--- src/rtl/btn_num_ctrl.sv ---
// Debounced push-button front end driving a modulo-10000 display counter.
// Optional build macro BTN_AUTOREPEAT_EN adds auto-repeat on the +1/-1 buttons.
module btn_num_ctrl #(
  parameter int DEBOUNCE_CNT = 20000,
  parameter int REPEAT_DLY   = 500000,
  parameter int REPEAT_PER   = 100000
) (
  input  logic        clk,
  input  logic        reset,
  input  logic [7:0]  buttons,
  output logic [15:0] num,
  output logic        strobe
);

  localparam int CW = ($clog2(DEBOUNCE_CNT) > 20) ? $clog2(DEBOUNCE_CNT) : 20;
  localparam logic [CW-1:0] CNT_LAST = CW'(DEBOUNCE_CNT - 1);

  localparam int B_INC1  = 0;
  localparam int B_DEC1  = 1;
  localparam int B_INC10 = 2;
  localparam int B_DEC10 = 3;
  localparam int B_CLR   = 4;

  logic [4:0]    sync1, sync2;
  logic [4:0]    db, db_prev, press;
  logic [CW-1:0] cnt [5];
  logic [4:0]    evt;
  logic [15:0]   next_num;
  logic          apply;

  logic unused_buttons;
  assign unused_buttons = ^buttons[7:5];

  // NOTE: sequential state uses <= so every flop samples pre-edge values.
  always_ff @(posedge clk or negedge reset) begin
    if (!reset) begin
      sync1 <= '1;
      sync2 <= '1;
    end else begin
      sync1 <= buttons[4:0];
      sync2 <= sync1;
    end
  end

  // NOTE: the counter array is only five registers, so it is reset like any other state.
  always_ff @(posedge clk or negedge reset) begin
    if (!reset) begin
      db <= '1;
      for (int i = 0; i < 5; i++) cnt[i] <= '0;
    end else begin
      for (int i = 0; i < 5; i++) begin
        if (sync2[i] == db[i]) begin
          cnt[i] <= '0;
        end else if (cnt[i] == CNT_LAST) begin
          db[i]  <= sync2[i];
          cnt[i] <= '0;
        end else begin
          cnt[i] <= cnt[i] + 1'b1;
        end
      end
    end
  end

  // Released->pressed edge of the debounced level, registered once more.
  always_ff @(posedge clk or negedge reset) begin
    if (!reset) begin
      db_prev <= '1;
      press   <= '0;
    end else begin
      db_prev <= db;
      press   <= db_prev & ~db;
    end
  end

`ifdef BTN_AUTOREPEAT_EN
  localparam int RMAX = (REPEAT_DLY > REPEAT_PER) ? REPEAT_DLY : REPEAT_PER;
  localparam int RW   = $clog2(RMAX + 1);
  localparam logic [RW-1:0] DLY_LOAD = RW'(REPEAT_DLY - 1);
  localparam logic [RW-1:0] PER_LOAD = RW'(REPEAT_PER - 1);

  logic [RW-1:0] rpt_tmr [2];
  logic [1:0]    armed, rpt;
  logic          big_evt;

  assign big_evt = |press[4:2];

  always_comb begin
    for (int i = 0; i < 2; i++)
      rpt[i] = armed[i] & ~db[i] & (rpt_tmr[i] == '0);
  end

  always_ff @(posedge clk or negedge reset) begin
    if (!reset) begin
      armed <= '0;
      for (int i = 0; i < 2; i++) rpt_tmr[i] <= '0;
    end else begin
      for (int i = 0; i < 2; i++) begin
        if (db[i]) begin
          armed[i]   <= 1'b0;
          rpt_tmr[i] <= '0;
        end else if (press[i]) begin
          armed[i]   <= 1'b1;
          rpt_tmr[i] <= DLY_LOAD;
        end else if (armed[i]) begin
          if (big_evt)               rpt_tmr[i] <= DLY_LOAD;
          else if (rpt_tmr[i] == '0) rpt_tmr[i] <= PER_LOAD;
          else                       rpt_tmr[i] <= rpt_tmr[i] - 1'b1;
        end
      end
    end
  end

  assign evt = {press[4:2], press[1:0] | rpt};
`else
  localparam int unused_rpt_params = REPEAT_DLY + REPEAT_PER;
  assign evt = press;
`endif

  // NOTE: next_num and apply get defaults first so no latch is inferred.
  always_comb begin
    next_num = num;
    apply    = 1'b1;
    if (evt[B_CLR])
      next_num = '0;
    else if (evt[B_INC10])
      next_num = (num >= 16'd9990) ? num - 16'd9990 : num + 16'd10;
    else if (evt[B_DEC10])
      next_num = (num < 16'd10) ? num + 16'd9990 : num - 16'd10;
    else if (evt[B_INC1])
      next_num = (num == 16'd9999) ? 16'd0 : num + 16'd1;
    else if (evt[B_DEC1])
      next_num = (num == 16'd0) ? 16'd9999 : num - 16'd1;
    else
      apply = 1'b0;
  end

  always_ff @(posedge clk or negedge reset) begin
    if (!reset) begin
      num    <= '0;
      strobe <= 1'b0;
    end else begin
      num    <= next_num;
      strobe <= apply;
    end
  end

endmodule
--- config.mk ---
export PLATFORM = sky130hd
export DESIGN_NAME = btn_num_ctrl
export DESIGN_NICKNAME = d
export VERILOG_FILES = /design/src/rtl/btn_num_ctrl.sv
export SDC_FILE = /design/constraint.sdc
export NUM_CORES = 1
export LEC_CHECK = 0
export CAP_MARGIN = 10
export CORE_ASPECT_RATIO = 0.9
export CORE_MARGIN = 3
export CORE_UTILIZATION = 55
export CTS_CLUSTER_SIZE = 20
export DETAILED_ROUTE_END_ITERATION = 7
export PLACE_DENSITY = 0.73
export SETUP_SLACK_MARGIN = 0.3
export SLEW_MARGIN = 0
export SYNTH_ARGS = -nofsm -noshare
export SYNTH_HDL_FRONTEND = slang
export SYNTH_SLANG_ARGS = --single-unit
--- constraint.sdc ---
create_clock -name clk -period 4.15 [get_ports clk]
set_input_delay 0.83 -clock clk [delete_from_list [all_inputs] [get_ports clk]]
set_output_delay 0.83 -clock clk [all_outputs]
set_load 0.1 [all_outputs]
==> impl.org <==
** Outcome
- Result of the run :: finished clean

** Synth
- In this run, synthesis inferred 0 flip-flops with an integrated enable.
- Number of warnings printed during yosys synthesis :: 0
- The number of nets in the synthesized netlist is around 900.
- In this run, distinct cell masters in the synthesized netlist total 70.
- After synthesis, the mean cell area works out to between 9 and 10 um2.
- Among all flip-flop cells after synthesis, the most frequent one is sky130_fd_sc_hd__dfrtp_1.
- Register area share after synthesis :: 0.444
- Share of synthesized registers carrying an async set or reset :: 1.00
- By area the synthesized netlist is led by sky130_fd_sc_hd__dfrtp_1, sky130_fd_sc_hd__xor2_1, sky130_fd_sc_hd__nor2_1.
- The synthesized design contains roughly 140 register bits.
- After technology mapping, the gate count stands at approximately 890.
- After synthesis the cells add up to between 8000 and 9000 um2.
- Share of the synthesized area in the top cell type :: 0.379
- The biggest area contributor in the post-synthesis netlist is sky130_fd_sc_hd__dfrtp_1.

** GRT
- In the global route stage, overall resource usage came out at 0.258.
- Antenna violations before repair :: 0
- Wire length of the first global-routing pass :: approximately 33 mm
- Vias in the first global route :: about 6700
- Pin count of the biggest net entering global routing :: about 100
- Leftover overflow at the end of global routing :: 0

** Run
- Max capacitance violation total :: 0

** Timing
- In this run the tightest slew margin relative to its limit is 0.352.
- After routing, the total negative slack on setup checks comes to 0 ns.
- Worst clock skew :: approximately 0.011 ns
- Number of failing hold endpoints at the final stage :: 0
- Dividing the final minimum period by the clock period gives 0.795.
- At the pin with the least slew margin, the transition time is roughly 0.97 ns.
- Top achievable clock speed :: a little over 0.3 GHz
- Setup violations remaining at the end of the flow were counted as 0.
- The number of max-slew violations in the final report came to 0.
- Setup slack closes at 0.852 ns.
- Crit path time final :: about 3.3 ns
- Unrepaired setup endpoints after global routing :: no

** Placed design
- Final HPWL DP :: approximately 14 mm
- DP Worst Slack :: between 1 and 1.5 ns
- Routability-driven placement finished with a final weighted congestion of just under 1.
- Count of buffers inserted at the top-level ports :: 23

** Floorplan
- The floorplan step defined a die boundary enclosing 16100 um2.
- Initial core utilization :: 0.569
- Count of boundary I/O pins :: 27
- The region available for standard cell placement spans between 10000 and 15000 um2.
- Number of core rows :: roughly 40
- Die Height :: 121 um
- Horizontal die dimension :: between 100 and 150 um

** Worst setup path
- WP buf/inv :: 1
- Cell at the slowest stage of the critical path :: sky130_fd_sc_hd__clkdlybuf4s50_1
- Critical Path End Type :: output pin
- Crit path DAT :: roughly 2.5 ns
- In this run the worst path has a maximum fanout of 17.
- Max incr delay on CP :: between 1 and 1.5 ns
- The worst setup path is of the reg -> out kind.
- For the worst setup path, the data required time is 3.32 ns.
- Critical Path, Cell by Cell :: clkdlybuf4s50_1
- Gate family responsible for the most delay along the worst path :: buffers and inverters
- STA classifies the critical path startpoint as a flop.

** Pwr
- Summed over all cells, the static leakage comes to 3.66 nW.
- Across the VDD grid, the largest voltage drop is 319 uV.
- Power per Cell Area :: approximately 330 nW/um2

** Final layout
- The library cell used most frequently in the layout, excluding fill and tap cells, is sky130_fd_sc_hd__nor2_1.
- Top library cells by usage in the layout, fill and taps aside :: sky130_fd_sc_hd__nor2_1, sky130_fd_sc_hd__dfrtp_1, sky130_fd_sc_hd__nand2_1
- Fill cells in the final layout number roughly 1200.
- Layout cells sized above 1 :: 0.0978
- 0 antenna diodes ended up in the layout.
- Area delta synth->final :: 11.3%
- For this run, the post-layout net count is around 920.

** CTS
- Clock-pin slew of the registers on the worst-case setup and hold paths :: 0.06 ns
- CTS placed an instance of sky130_fd_sc_hd__clkbuf_16 at the clock tree root.
- Clock network latency to the later pin of the worst-skew pair :: 0.43 ns
- Clock tree buffer depth :: 2
- Number of CTS-inserted buffers :: 17
- Setup Fix Bufs, Post-CTS :: 0
- The number of hold buffers added after CTS was 0.
- TritonCTS built the clock tree.
- Number of resized instances in the post-cts repair step :: 0
- Max H-tree Level :: 4
- Number of clock sinks :: 142

** Detailed routing
- In this run the remaining antenna-violating nets after routing total 0.
- Detailed-route DRC error count :: 0
- Via count :: between 6000 and 7000
- For this block, the initial DRC count from the detailed router was 601.
- Final WL :: between 15 and 20 mm
- Post-detailed-route wirelength per cell :: 18.0 um
- The pre-antenna-repair detailed-routing pass consisted of 5 iterations.
- Ratio of routed vias to standard cells :: between 6 and 7

** Min path
- HP Class :: reg -> reg
[layout make-up]
type	count	area (um2)	share of cell area
Clock inverter	11	106	0.0119
Tap cell	193	241	0.0269
Multi-Input combinational cell	682	4220	0.470
Inverter	22	82.6	0.00921
Clock buffer	21	450	0.0502
Timing Repair Buffer	32	297	0.0331
Sequential cell	142	3580	0.399
[through the flow]
stage	instance area [um2]	hold WS, ns	std cells	power (mW)	utilization
global placement	8410	0.346	1071	1.52	0.594
floorplan	8060	0.345	886	1.48	-
finish	8970	0.355	1103	2.93	0.634
global route	8970	0.360	1103	3.04	0.634
detailed placement	8410	0.347	1071	1.52	0.594
CTS	8970	0.355	1103	2.96	0.634
[synthesized netlist by cell type (all sizes together), types with 10 or more instances]
master and instances:
inv 22, nand3 45, or3 10, xor2 63
nor4 26, nand4 29, nor2 144, clkbuf 26
ha 11, nand2 66, nor3 28, o21ai 28
xnor2 44, dfstp 20, a21oi 21, buf 14
dfrtp 122, o211ai 11, nor2b 10, and3 10
or2 13
[metal layers]
| layer | part of all wire | vias to the layer above | track usage |
|---|---|---|---|
| li1 | - | 3190 | - |
| met1 | 0.44 | 3251 | 0.353 |
| met2 | 0.46 | 262 | 0.402 |
| met3 | 0.075 | 48 | 0.0632 |
| met4 | 0.024 | 0 | 0.0919 |
| met5 | 0 | - | 0 |
[where the power goes]
group / leakage [nW] / total, mW / internal (mW) / switching, mW
registers: 1.90 / 1.42 / 1.41 / 0.0133
clock network: 0.264 / 1.44 / 0.844 / 0.596
logic: 1.50 / 0.0749 / 0.0219 / 0.0530
[cells by family (layout without fill, tap and decap cells)]
logic type	after synthesis	in the layout	synth area share
AOI/OAI and AO/OA	138	138	0.120
xor gates and xnor gates	107	107	0.116
adders and majority gates	11	11	0.0171
buffers and inverters	62	86	0.0329
DFF	142	142	0.444
muxes	8	8	0.0107
and+or+nand+nor	418	418	0.259
[flip-flops by register name, indices dropped and copies added (netlist names)]
signal / cells
db_prev: 5
cnt: 100
num: 16
sync2: 5
db: 5
evt: 5
strobe: 1
sync1: 5
[worst paths after layout]
| kind | startpoint | to | slack, ns | depth (start not counted) |
|---|---|---|---|---|
| min in group asynchronous | reset | cnt[19]$_DFF_PN0_ | 0.49 | 1 |
| max | num[9]$_DFFE_PN0P_ | num[9] | 0.85 | 1 |
| max in group asynchronous | reset | sync1[3]$_DFF_PN1_ | 2.77 | 2 |
| min reg2reg | sync1[3]$_DFF_PN1_ | sync2[3]$_DFF_PN1_ | 0.35 | 0 |
| min | sync1[3]$_DFF_PN1_ | sync2[3]$_DFF_PN1_ | 0.35 | 0 |
| max reg2reg | num[1]$_DFFE_PN0P_ | num[9]$_DFFE_PN0P_ | 0.98 | 7 |
No activity file was read; power rests on OpenSTA's default activity.
